File: config.mk
export PLATFORM = sky130hd
export DESIGN_NAME = alu_arbiter
export DESIGN_NICKNAME = d
export VERILOG_FILES = /design/src/rtl/alu_pkg.sv /design/src/rtl/rr_arb2.sv /design/src/rtl/alu_arbiter.sv
export SDC_FILE = /design/constraint.sdc
export NUM_CORES = 1
export LEC_CHECK = 0
export CAP_MARGIN = 30
export CORE_MARGIN = 2
export CORE_UTILIZATION = 42
export CTS_CLUSTER_SIZE = 14
export DETAILED_ROUTE_END_ITERATION = 8
export PLACE_DENSITY = 0.85
export SYNTH_ARGS = -nofsm -noshare
export SYNTH_HDL_FRONTEND = slang
export SYNTH_SLANG_ARGS = --single-unit
File: constraint.sdc
create_clock -name clk -period 4.8 [get_ports clk]
set_input_delay 0.96 -clock clk [delete_from_list [all_inputs] [get_ports clk]]
set_output_delay 0.96 -clock clk [all_outputs]
set_load 0.01 [all_outputs]
File: src/rtl/alu_pkg.sv
// Shared definitions for the ALU arbiter: opcode encodings, flag bit
// positions, FSM state type and opcode classification helpers.
package alu_pkg;

   localparam int DATA_W = 32;
   localparam int OP_W   = 4;
   localparam int FLAG_W = 4;

   // Opcode encodings understood by the external ALU
   localparam logic [3:0] OP_ADD  = 4'b0000;
   localparam logic [3:0] OP_SLL  = 4'b0001;
   localparam logic [3:0] OP_SLT  = 4'b0010;
   localparam logic [3:0] OP_SLTU = 4'b0011;
   localparam logic [3:0] OP_XOR  = 4'b0100;
   localparam logic [3:0] OP_SRL  = 4'b0101;
   localparam logic [3:0] OP_OR   = 4'b0110;
   localparam logic [3:0] OP_AND  = 4'b0111;
   localparam logic [3:0] OP_SUB  = 4'b1000;
   localparam logic [3:0] OP_INC  = 4'b1010;
   localparam logic [3:0] OP_DEC  = 4'b1011;
   localparam logic [3:0] OP_SRA  = 4'b1101;

   // Bit positions inside the response flag vector {ZF,CF,OF,SF}
   localparam int FLAG_ZF = 3;
   localparam int FLAG_CF = 2;
   localparam int FLAG_OF = 1;
   localparam int FLAG_SF = 0;

   typedef enum logic [1:0] {
      ST_IDLE = 2'd0,
      ST_EXEC = 2'd1,
      ST_RESP = 2'd2
   } state_t;

   // True for every opcode the ALU implements
   function automatic logic is_legal_op(input logic [OP_W-1:0] op);
      logic r;
      case (op)
         OP_ADD, OP_SLL, OP_SLT, OP_SLTU, OP_XOR, OP_SRL,
         OP_OR, OP_AND, OP_SUB, OP_INC, OP_DEC, OP_SRA: r = 1'b1;
         default:                                       r = 1'b0;
      endcase
      return r;
   endfunction

   // True for the opcodes whose carry/overflow flags are meaningful
   function automatic logic is_arith_op(input logic [OP_W-1:0] op);
      logic r;
      case (op)
         OP_ADD, OP_SUB, OP_INC, OP_DEC: r = 1'b1;
         default:                        r = 1'b0;
      endcase
      return r;
   endfunction

   // Assemble response flags; CF/OF are forced low for non-arithmetic ops
   function automatic logic [FLAG_W-1:0] clean_flags(
      input logic [OP_W-1:0] op,
      input logic            zf,
      input logic            cf,
      input logic            of,
      input logic            sf
   );
      logic [FLAG_W-1:0] f;
      f          = 4'b0000;
      f[FLAG_ZF] = zf;
      f[FLAG_SF] = sf;
      if (is_arith_op(op)) begin
         f[FLAG_CF] = cf;
         f[FLAG_OF] = of;
      end else begin
         f[FLAG_CF] = 1'b0;
         f[FLAG_OF] = 1'b0;
      end
      return f;
   endfunction

endpackage

File: src/rtl/rr_arb2.sv
// Two-way round-robin arbiter. The pointer port wins a tie; after any
// accepted grant the pointer moves to the other port.
module rr_arb2 (
   input  logic       clk,
   input  logic       rst_n,
   input  logic       i_en,
   input  logic [1:0] i_req,
   output logic [1:0] o_gnt
);

   logic       r_ptr;
   logic [1:0] w_gnt;

   // Grant the pointer port if it requests, otherwise the other one
   always_comb begin
      w_gnt = 2'b00;
      if (i_en) begin
         case (r_ptr)
            1'b0: begin
               if (i_req[0])      w_gnt = 2'b01;
               else if (i_req[1]) w_gnt = 2'b10;
               else               w_gnt = 2'b00;
            end
            1'b1: begin
               if (i_req[1])      w_gnt = 2'b10;
               else if (i_req[0]) w_gnt = 2'b01;
               else               w_gnt = 2'b00;
            end
            default: w_gnt = 2'b00;
         endcase
      end else begin
         w_gnt = 2'b00;
      end
   end

   // Pointer moves to the loser whenever a grant is taken
   always_ff @(posedge clk or negedge rst_n) begin
      if (!rst_n) begin
         r_ptr <= 1'b0;
      end else if (|w_gnt) begin
         r_ptr <= w_gnt[0];
      end else begin
         r_ptr <= r_ptr;
      end
   end

   assign o_gnt = w_gnt;

endmodule

File: src/rtl/alu_arbiter.sv
// Shares one external combinational ALU between two valid/ready
// requesters. Operands are registered toward the ALU, the result is
// captured one cycle later and held on a tagged response channel until
// the consumer accepts it. Illegal opcodes bypass the ALU entirely.
module alu_arbiter
   import alu_pkg::*;
#(
   parameter int TAG_W = 4
) (
   input  logic              clk,
   input  logic              rst_n,
   // requester 0: integer execute path
   input  logic              req0_valid,
   output logic              req0_ready,
   input  logic [31:0]       req0_a,
   input  logic [31:0]       req0_b,
   input  logic [3:0]        req0_op,
   input  logic [TAG_W-1:0]  req0_tag,
   // requester 1: auxiliary/debug path
   input  logic              req1_valid,
   output logic              req1_ready,
   input  logic [31:0]       req1_a,
   input  logic [31:0]       req1_b,
   input  logic [3:0]        req1_op,
   input  logic [TAG_W-1:0]  req1_tag,
   // response channel
   output logic              rsp_valid,
   input  logic              rsp_ready,
   output logic              rsp_id,
   output logic [TAG_W-1:0]  rsp_tag,
   output logic [31:0]       rsp_result,
   output logic [3:0]        rsp_flags,
   output logic              rsp_err,
   // external ALU
   output logic [31:0]       alu_a,
   output logic [31:0]       alu_b,
   output logic [3:0]        alu_op,
   input  logic [31:0]       alu_out,
   input  logic              alu_zf,
   input  logic              alu_cf,
   input  logic              alu_of,
   input  logic              alu_sf
);

   state_t                r_state;
   logic [DATA_W-1:0]     r_alu_a;
   logic [DATA_W-1:0]     r_alu_b;
   logic [OP_W-1:0]       r_alu_op;
   logic                  r_rsp_valid;
   logic                  r_rsp_id;
   logic [TAG_W-1:0]      r_rsp_tag;
   logic [DATA_W-1:0]     r_rsp_result;
   logic [FLAG_W-1:0]     r_rsp_flags;
   logic                  r_rsp_err;

   logic                  w_arb_en;
   logic [1:0]            w_gnt;
   logic                  w_hs;
   logic                  w_sel_id;
   logic [DATA_W-1:0]     w_sel_a;
   logic [DATA_W-1:0]     w_sel_b;
   logic [OP_W-1:0]       w_sel_op;
   logic [TAG_W-1:0]      w_sel_tag;

   // Requests are only considered in IDLE; reset also masks ready so
   // nothing can look accepted while the block is held in reset.
   assign w_arb_en = (r_state == ST_IDLE) && rst_n;

   rr_arb2 u_arb (
      .clk   (clk),
      .rst_n (rst_n),
      .i_en  (w_arb_en),
      .i_req ({req1_valid, req0_valid}),
      .o_gnt (w_gnt)
   );

   assign req0_ready = w_gnt[0];
   assign req1_ready = w_gnt[1];
   assign w_hs       = |w_gnt;

   // Route the granted port's request fields toward the FSM
   always_comb begin
      if (w_gnt[1]) begin
         w_sel_id  = 1'b1;
         w_sel_a   = req1_a;
         w_sel_b   = req1_b;
         w_sel_op  = req1_op;
         w_sel_tag = req1_tag;
      end else begin
         w_sel_id  = 1'b0;
         w_sel_a   = req0_a;
         w_sel_b   = req0_b;
         w_sel_op  = req0_op;
         w_sel_tag = req0_tag;
      end
   end

   // Issue/execute/respond sequencer with all outputs registered
   always_ff @(posedge clk or negedge rst_n) begin
      if (!rst_n) begin
         r_state      <= ST_IDLE;
         r_alu_a      <= 32'd0;
         r_alu_b      <= 32'd0;
         r_alu_op     <= 4'd0;
         r_rsp_valid  <= 1'b0;
         r_rsp_id     <= 1'b0;
         r_rsp_tag    <= '0;
         r_rsp_result <= 32'd0;
         r_rsp_flags  <= 4'd0;
         r_rsp_err    <= 1'b0;
      end else begin
         case (r_state)
            ST_IDLE: begin
               if (w_hs) begin
                  r_rsp_id  <= w_sel_id;
                  r_rsp_tag <= w_sel_tag;
                  if (is_legal_op(w_sel_op)) begin
                     // ALU operands only change here, so the ALU
                     // never sees a stray opcode outside EXEC
                     r_alu_a  <= w_sel_a;
                     r_alu_b  <= w_sel_b;
                     r_alu_op <= w_sel_op;
                     r_state  <= ST_EXEC;
                  end else begin
                     r_rsp_result <= 32'd0;
                     r_rsp_flags  <= 4'd0;
                     r_rsp_err    <= 1'b1;
                     r_rsp_valid  <= 1'b1;
                     r_state      <= ST_RESP;
                  end
               end else begin
                  r_state <= ST_IDLE;
               end
            end
            ST_EXEC: begin
               r_rsp_result <= alu_out;
               r_rsp_flags  <= clean_flags(r_alu_op, alu_zf, alu_cf, alu_of, alu_sf);
               r_rsp_err    <= 1'b0;
               r_rsp_valid  <= 1'b1;
               r_state      <= ST_RESP;
            end
            ST_RESP: begin
               if (rsp_ready) begin
                  r_rsp_valid <= 1'b0;
                  r_state     <= ST_IDLE;
               end else begin
                  r_state <= ST_RESP;
               end
            end
            default: begin
               r_rsp_valid <= 1'b0;
               r_state     <= ST_IDLE;
            end
         endcase
      end
   end

   assign alu_a      = r_alu_a;
   assign alu_b      = r_alu_b;
   assign alu_op     = r_alu_op;
   assign rsp_valid  = r_rsp_valid;
   assign rsp_id     = r_rsp_id;
   assign rsp_tag    = r_rsp_tag;
   assign rsp_result = r_rsp_result;
   assign rsp_flags  = r_rsp_flags;
   assign rsp_err    = r_rsp_err;

endmodule

Yosys cells after proc, flatten, opt, wreduce, memory -nomap -nowiden --
Memories as Yosys holds them, arrays and structs flattened. Cells that the tools add are included.
Cells by class: equal/unequal tests 8, muxes and demuxes 31, bitwise logic cells 1, reductions and logical operators 10
Operators by type and width (number):
- 32-bit 2-to-1 mux | 4
- 32-bit case mux with 2 select lines | 1
- 2-bit 2-to-1 mux | 8
- 4-bit 2-to-1 mux | 4
- 4-bit == test, second input constant | 3
- 1-bit 2-to-1 mux | 9
- 3-bit AND reduction | 3
- 4-bit case mux with 2 select lines | 1
- 2-bit inequality test, second input constant | 3
- 2-bit case mux with 3 select lines | 1
- 4-bit zero test | 1
- 2-bit case mux with 2 select lines | 1
- 4-bit OR reduction | 1
- 1-bit case mux with 3 select lines | 1
- 2-bit by 1-bit == test with 1-bit output, second input constant | 1
- 2-bit == test, second input constant | 1
- 2-bit zero test | 1
- 1-bit case mux with 2 select lines | 1
- 2-bit AND reduction | 1
- 2-bit nonzero test | 1
- 2-bit OR reduction | 1
- 1-bit logical AND | 1
- 1-bit inverter | 1
Word-level totals: register bits after elaboration 114, bits in read-only memories 16, bits of input ports 185, output and inout port bits 113, word-level logic and storage cells 62, memories 1
Memories:
- (name not given) | words 16, bits a word 1, read ports 1, clocked after Yosys merged registers in 0, write ports 0, line alu_pkg.sv:38 | case (op)

Logic depth before layout (Yosys ltp) --
Gate-level depths: netlist (run 1). An unclocked memory read counts as a cell.
depth after elaboration 11, gate-level depth with buffers 7, depth with buffers taken out 5

Hierarchy --
Synthesis (run 1) repeated with hierarchy kept, for this count alone.
Unflattened totals: cell total of the unflattened synthesis 439, area, all modules 5450.2 um^2
By module, submodules not included:
- alu_arbiter | instances 1, cells each 431, area an instance 5388.9 um^2, seq. area each 2827.7 um^2
- rr_arb2 | instances 1, cells each 8, area an instance 61.3 um^2, seq. area each 25.0 um^2

Worst setup path after synthesis (run 1) --
OpenSTA, ideal clock, no wires.
path kind input port to output port, start in rst_n, end out req1_ready, data arrival time 1.543 ns, required time 3.840 ns, setup slack 2.297 ns, stages on the path 3, path buffers 0, path through nor3b_4 -> nand3_1 -> inv_1
Between the ends: longest elaborated chain between the ends 2
RTL lines:
- from (decl) | line alu_arbiter.sv:11 | input logic rst_n,
- 1-bit logical AND | line alu_arbiter.sv:67 | assign w_arb_en = (r_state == ST_IDLE) && rst_n;
- 2-bit 2-to-1 mux | line rr_arb2.sv:17 | if (i_en) begin
- to (decl) | line alu_arbiter.sv:21 | output logic req1_ready,
Every way passes these cells.

Worst setup path after layout (run 1) --
start in req1_valid, end out req0_ready
Between the ends: longest elaborated chain between the ends 3
RTL lines:
- from (decl) | line alu_arbiter.sv:20 | input logic req1_valid,
- 2-bit 2-to-1 mux | line rr_arb2.sv:25 | if (i_req[1]) w_gnt = 2'b10;
- 2-bit case mux with 2 select lines | line rr_arb2.sv:18 | case (r_ptr)
- 2-bit 2-to-1 mux | line rr_arb2.sv:17
- to (decl) | line alu_arbiter.sv:14 | output logic req0_ready,
Every way passes these cells.

==> results of run 1 <==
[cell families (layout without fill, tap and decap cells)]
family,count (synthesis),after routing,share of synthesized area (%)
xor+xnor,2,2,0.3262
flops,114,114,53.11
buf+inv,178,475,13.28
simple gates,171,171,14.65
compound gates,120,120,18.64
[layer usage]
layer / share of wire (%) / up-vias
met2: 50 / 245
met3: 9.5 / 51
met1: 37 / 2553
met5: 0 / -
li1: - / 2516
met4: 3.5 / 0
[worst min path at each step]
stage,cells past startpoint,slack (ns),endpoint
floorplan,2,0.46,u_arb.r_ptr
global placement,2,0.46,rsp_id
detailed placement,2,0.48,rsp_id
CTS,2,0.49,rsp_id
global route,1,0.50,rsp_err
finish,2,0.49,rsp_id
[layout make-up]
cell class / count / area share (%)
inverter: 137 / 5.652
multi-input combinational: 293 / 20.23
sequential: 114 / 31.35
tap: 172 / 2.365
clock buffer: 19 / 4.978
timing repair buffer: 306 / 33.66
clock inverter: 13 / 1.760
[synthesized netlist by cell type, types with 2 or more instances]
master     number  area, um2
a221oi_2       19      285.3
inv_1         136      510.5
a221oi_1       48      420.4
a21oi_1         2      10.01
buf_6           4      45.04
a31oi_1         4      25.02
o21ai_0        37      185.2
nand4bb_1       2      22.52
clkbuf_1       24      90.09
buf_1           3      11.26
nor3_1         68      340.3
dfrtp_1       114       2853
xnor2_1         2      17.52
nand2_1        86      322.8
nor2b_1         3      18.77
nand2b_1        3      18.77
nor2_1          6      22.52
o21ai_1         2      10.01
buf_2           9      45.04
o2bb2ai_1       2      17.52
[flip-flops by register name (all words and copies together) (netlist names)]
signal and cells:
rsp_result 32, rsp_id 1, alu_op 4, u_arb.r_ptr 1, rsp_flags 4, rsp_err 1
alu_b 32, r_state 2, rsp_tag 4, alu_a 32, rsp_valid 1
[through the flow]
step | std cells | setup WS, ns | hold WS, ns
floorplan | 585 | 2.297 | 0.4607
global placement | 1022 | 1.333 | 0.4628
detailed placement | 1022 | 1.305 | 0.4779
CTS | 1054 | 1.291 | 0.4909
global route | 1054 | 1.197 | 0.4986
finish | 1054 | 1.298 | 0.4882
[worst max-delay path: cells and delay by family]
family	cells	cell delay, ns
buffers and inverters	3	1.31
AND/OR/NAND/NOR	2	0.27
[power by group]
group | internal [mW] | switching, mW
registers | 1.39 | 0.259
clock network | 0.841 | 0.460
logic | 1.18 | 0.933
==> flow_summary.toml, run 1 <==
[grt]
overflow = 0
grt_use_met2_pct = 44.97
grt_usage_pct = 26.33
grt_pass1_vias = 5447
grt_max_degree = 79
top_usage_layer = "met2"
grtUsageMet3_pct = 9.526
grt_util_met1_pct = 28.89
antenna_found_initial = 0
grt_pass1_wl_um = 27280

[detailed_routing]
detailroute.via_count = 5365
drt-initial-drc-count = 289
dr.pass1.iters = 5
drt_drc_violations_left = 0
via_per_inst = 5.090
wl_per_cell_um = 16.97
wl_um = 17890
drtAntennaViolNets = 0

[critical_path]
arrival_ns = 2.54
slowest_delay_ns = 0.55
cp-startpoint = "req1_valid"
reg2reg_to = "alu_a[22]"
required_ns = 3.84
cp_max_fo = 10
slowest_stage = "clkdlybuf4s50_1"
r2r_start = "r_state[1]"
endpoint = "req0_ready"
cpMostUsedCell = "clkdlybuf4s50_1"
r2r_cells = 5
path_cells = "clkdlybuf4s50_1 > nand2_1 > nand3_4 > clkinv_1 > clkdlybuf4s50_1"
crit_type = "in -> out"
startpoint_type = "input port"
r2r_setup_slack_ns = 2.62
cp-end-kind = "output pin"

[clocking]
clk_latency_ns = 0.41
cts_root_buffer = "clkbuf_16"
cts_tree = "yes"
cts_resized = 0
clkSinkCount = 114
hold_buffers = 0
post_cts_buffers = 0
cts-htree-levels = 4
cts_made_buffers = 17
clk_pin_slew_ns = 0.05
cts_max_path_buffers = 2

[sta]
hold_violations = 0
finalSetupViolations = 0
tightest_slew_ns = 0.8552
min_period_ns = 3.502
maxSlewViolCount = 0
period_share_pct = 72.95
finClkSkew_ns = 0.008168
relSlewSlack_pct = 42.99
fin_setup_tns_ns = 0
rsz0062_at_grt = "no"
clock.fmax_ghz = 0.2856

[die]
pin_count = 298
die_w_um = 117.1
die_h_um = 117.1
core.rowCount = 41
coreArea_um2 = 12570
die_area_um2 = 13710
start_util_pct = 42.74

[placed_design]
place_area_um2 = 8486
dp.final_hpwl_um = 12220
numPortBuffers = 297
gp_congestion = 0.7726

[power_and_ir_drop]
power.total_mw = 5.063
power_density_nw_per_um2 = 556.5
ir_worst_vdd_v = 0.0002654
leakage_nw = 4.113

[final_layout]
n_antenna_cell = 0
post-route-util_pct = 72.39
nets = 1054
final_area_um2 = 9099
seqCellArea_um2 = 2853
multi_input_area_um2 = 1841
final_cell_mix = "clkdlybuf4s50_1 (296), inv_1 (136), dfrtp_1 (114), nand2_1 (86), nor3_1 (68)"
area_growth_pct = 69.39
nFillCells = 915
drive_above_1_share_pct = 7.710
final_common_cell = "clkdlybuf4s50_1"

[synth]
yosysSeqAreaShare_pct = 53.11
syn_area_um2 = 5371
synthCells = 585
yosysUniqueCellTypes = 31
synth_flop_cell = "dfrtp_1"
async_flop_share_pct = 100.0
syn_nets = 770
yosys_warnings = 0
synth_edf_count = 0
synth_seq_cells = 114
synth_area_per_cell_um2 = 9.182

[run_status]
status = "finished clean"

[min_path]
min_path_type = "reg -> reg"
min_from = "rsp_id"

[run]
maxCapViolations = 0
No activity file was read; power rests on OpenSTA's default activity.
==> run 2: changes to the inputs <==
--- a/config.mk
+++ b/config.mk
@@ -7,10 +7,10 @@
 export LEC_CHECK = 0
 export CAP_MARGIN = 30
 export CORE_MARGIN = 2
-export CORE_UTILIZATION = 42
+export CORE_UTILIZATION = 39
 export CTS_CLUSTER_SIZE = 14
 export DETAILED_ROUTE_END_ITERATION = 8
-export PLACE_DENSITY = 0.85
+export PLACE_DENSITY = 0.8
 export SYNTH_ARGS = -nofsm -noshare
 export SYNTH_HDL_FRONTEND = slang
 export SYNTH_SLANG_ARGS = --single-unit
==> constraint.sdc (replaced) <==
create_clock -name clk -period 3.5 [get_ports clk]
set_input_delay 0.7 -clock clk [delete_from_list [all_inputs] [get_ports clk]]
set_output_delay 0.7 -clock clk [all_outputs]
set_load 0.01 [all_outputs]
==> run 2 against run 1 <==
  * Utilization down 3.4 points
  * Clock-buffer cell count decreased by 1
  * Global-route usage down 2.1 points
  * Clock power increased by 43%
  * Worst hold slack worse by 0.29 ns
  * Via count is 0.86% lower
  * Sequential cell count stayed put
  * Largest cell class unchanged
  * Critical path depth up 1
  * Wire length decreased by 3.0%
  * Total power grew 39%
  * Largest power group unchanged
  * Final area is 1.2% higher
==> flow_summary.toml, run 2 (synthesized netlist as in run 1, its figures left out) <==
[power_and_ir_drop]
power_density_nw_per_um2 = 762.3
power.total_mw = 7.019
leakage_nw = 4.162
ir_worst_vdd_v = 0.0003516

[sta]
relSlewSlack_pct = 37.86
maxSlewViolCount = 0
finalSetupViolations = 0
tightest_slew_ns = 0.9299
finClkSkew_ns = 0.007851
hold_violations = 0
period_share_pct = 83.56
min_period_ns = 2.925
rsz0062_at_grt = "no"
fin_setup_tns_ns = 0
setup_ws_ns = 0.5754
hold_ws_ns = 0.1985
clock.fmax_ghz = 0.3419

[critical_path]
cp-end-kind = "output pin"
r2r_setup_slack_ns = 1.18
r2r_start = "r_state[0]"
arrival_ns = 2.22
r2r_cells = 5
required_ns = 2.80
cp_max_fo = 10
startpoint_type = "input port"
crit_type = "in -> out"
reg2reg_to = "alu_a[25]"

[die]
core.rowCount = 42
start_util_pct = 40.24
coreArea_um2 = 13350
die_w_um = 121.4
die_area_um2 = 14730
pin_count = 298
die_h_um = 121.4

[final_layout]
nets = 1058
nFillCells = 1033
final_cell_mix = "clkdlybuf4s50_1 (296), inv_1 (136), dfrtp_1 (114), nand2_1 (86), nor3_1 (68)"
final_common_cell = "clkdlybuf4s50_1"
drive_above_1_share_pct = 8.126
n_antenna_cell = 0
final_area_um2 = 9208
post-route-util_pct = 68.98
fin_cells = 1062
area_growth_pct = 71.42

[clocking]
cts_made_buffers = 17
clkSinkCount = 114
clk_pin_slew_ns = 0.05
post_cts_buffers = 0
cts-htree-levels = 4
clk_latency_ns = 0.41
cts_max_path_buffers = 2
cts_resized = 0
hold_buffers = 0
cts_root_buffer = "clkbuf_16"
cts_tree = "yes"

[detailed_routing]
drt_drc_violations_left = 0
drtAntennaViolNets = 0
wl_um = 17350
drt-initial-drc-count = 360
detailroute.via_count = 5319
dr.pass1.iters = 5
wl_per_cell_um = 16.34
via_per_inst = 5.008

[grt]
grt_pass1_vias = 5477
grt_pass1_wl_um = 27900
overflow = 0
grt_max_degree = 80
grt_usage_pct = 24.25
antenna_found_initial = 0

[placed_design]
dp_cells = 1029
place_area_um2 = 8538
gp_congestion = 0.8203
numPortBuffers = 297
post-place-ws_ns = 0.5471
dp.final_hpwl_um = 12230

[run_status]
status = "finished clean"

[run]
maxCapViolations = 0

[min_path]
min_path_type = "in -> async"
-- run 2: layout make-up --
class	count	area [um2]	share of cell area [%]
Timing Repair Buffer	310	3138	34.08
Sequential cell	114	2853	30.98
Multi-Input combinational cell	293	1841	19.99
Inverter	137	514.2	5.585
Clock buffer	18	439.2	4.770
Tap cell	176	220.2	2.392
Clock inverter	14	202.7	2.201
-- run 2: how the worst max path moves through the flow --
stage / slack (ns) / to / startpoint
final: 0.58 / req0_ready / req1_valid
after global routing: 0.49 / req0_ready / req1_valid
after CTS: 0.56 / req0_ready / req1_valid
after detailed placement: 0.55 / alu_a[18] / req0_valid
after global placement: 0.56 / req0_ready / req1_valid
after floorplan: 1.50 / rsp_err / rst_n
-- run 2: worst max-delay path: stages --
cell and delay (ns):
clkdlybuf4s50_1 0.52, nand2_1 0.11, nand3_4 0.17, clkinv_1 0.08, buf_4 0.16, clkdlybuf4s50_1 0.48
-- run 2: layer usage --
metal  part of all wire [%]  up-vias  track usage (%)  routed length [um]
li1                       -     2523                -                   -
met4                    3.3        0            9.986                 568
met5                      0        -                0                   0
met3                    8.8       41            7.519                1524
met1                     40     2512            29.40                6964
met2                     48      243            40.06                8294
-- run 2: where the power goes --
part | internal [mW] | switching [mW] | total, mW
logic | 1.64 | 1.26 | 2.90
registers | 1.91 | 0.348 | 2.26
clock network | 1.22 | 0.643 | 1.86
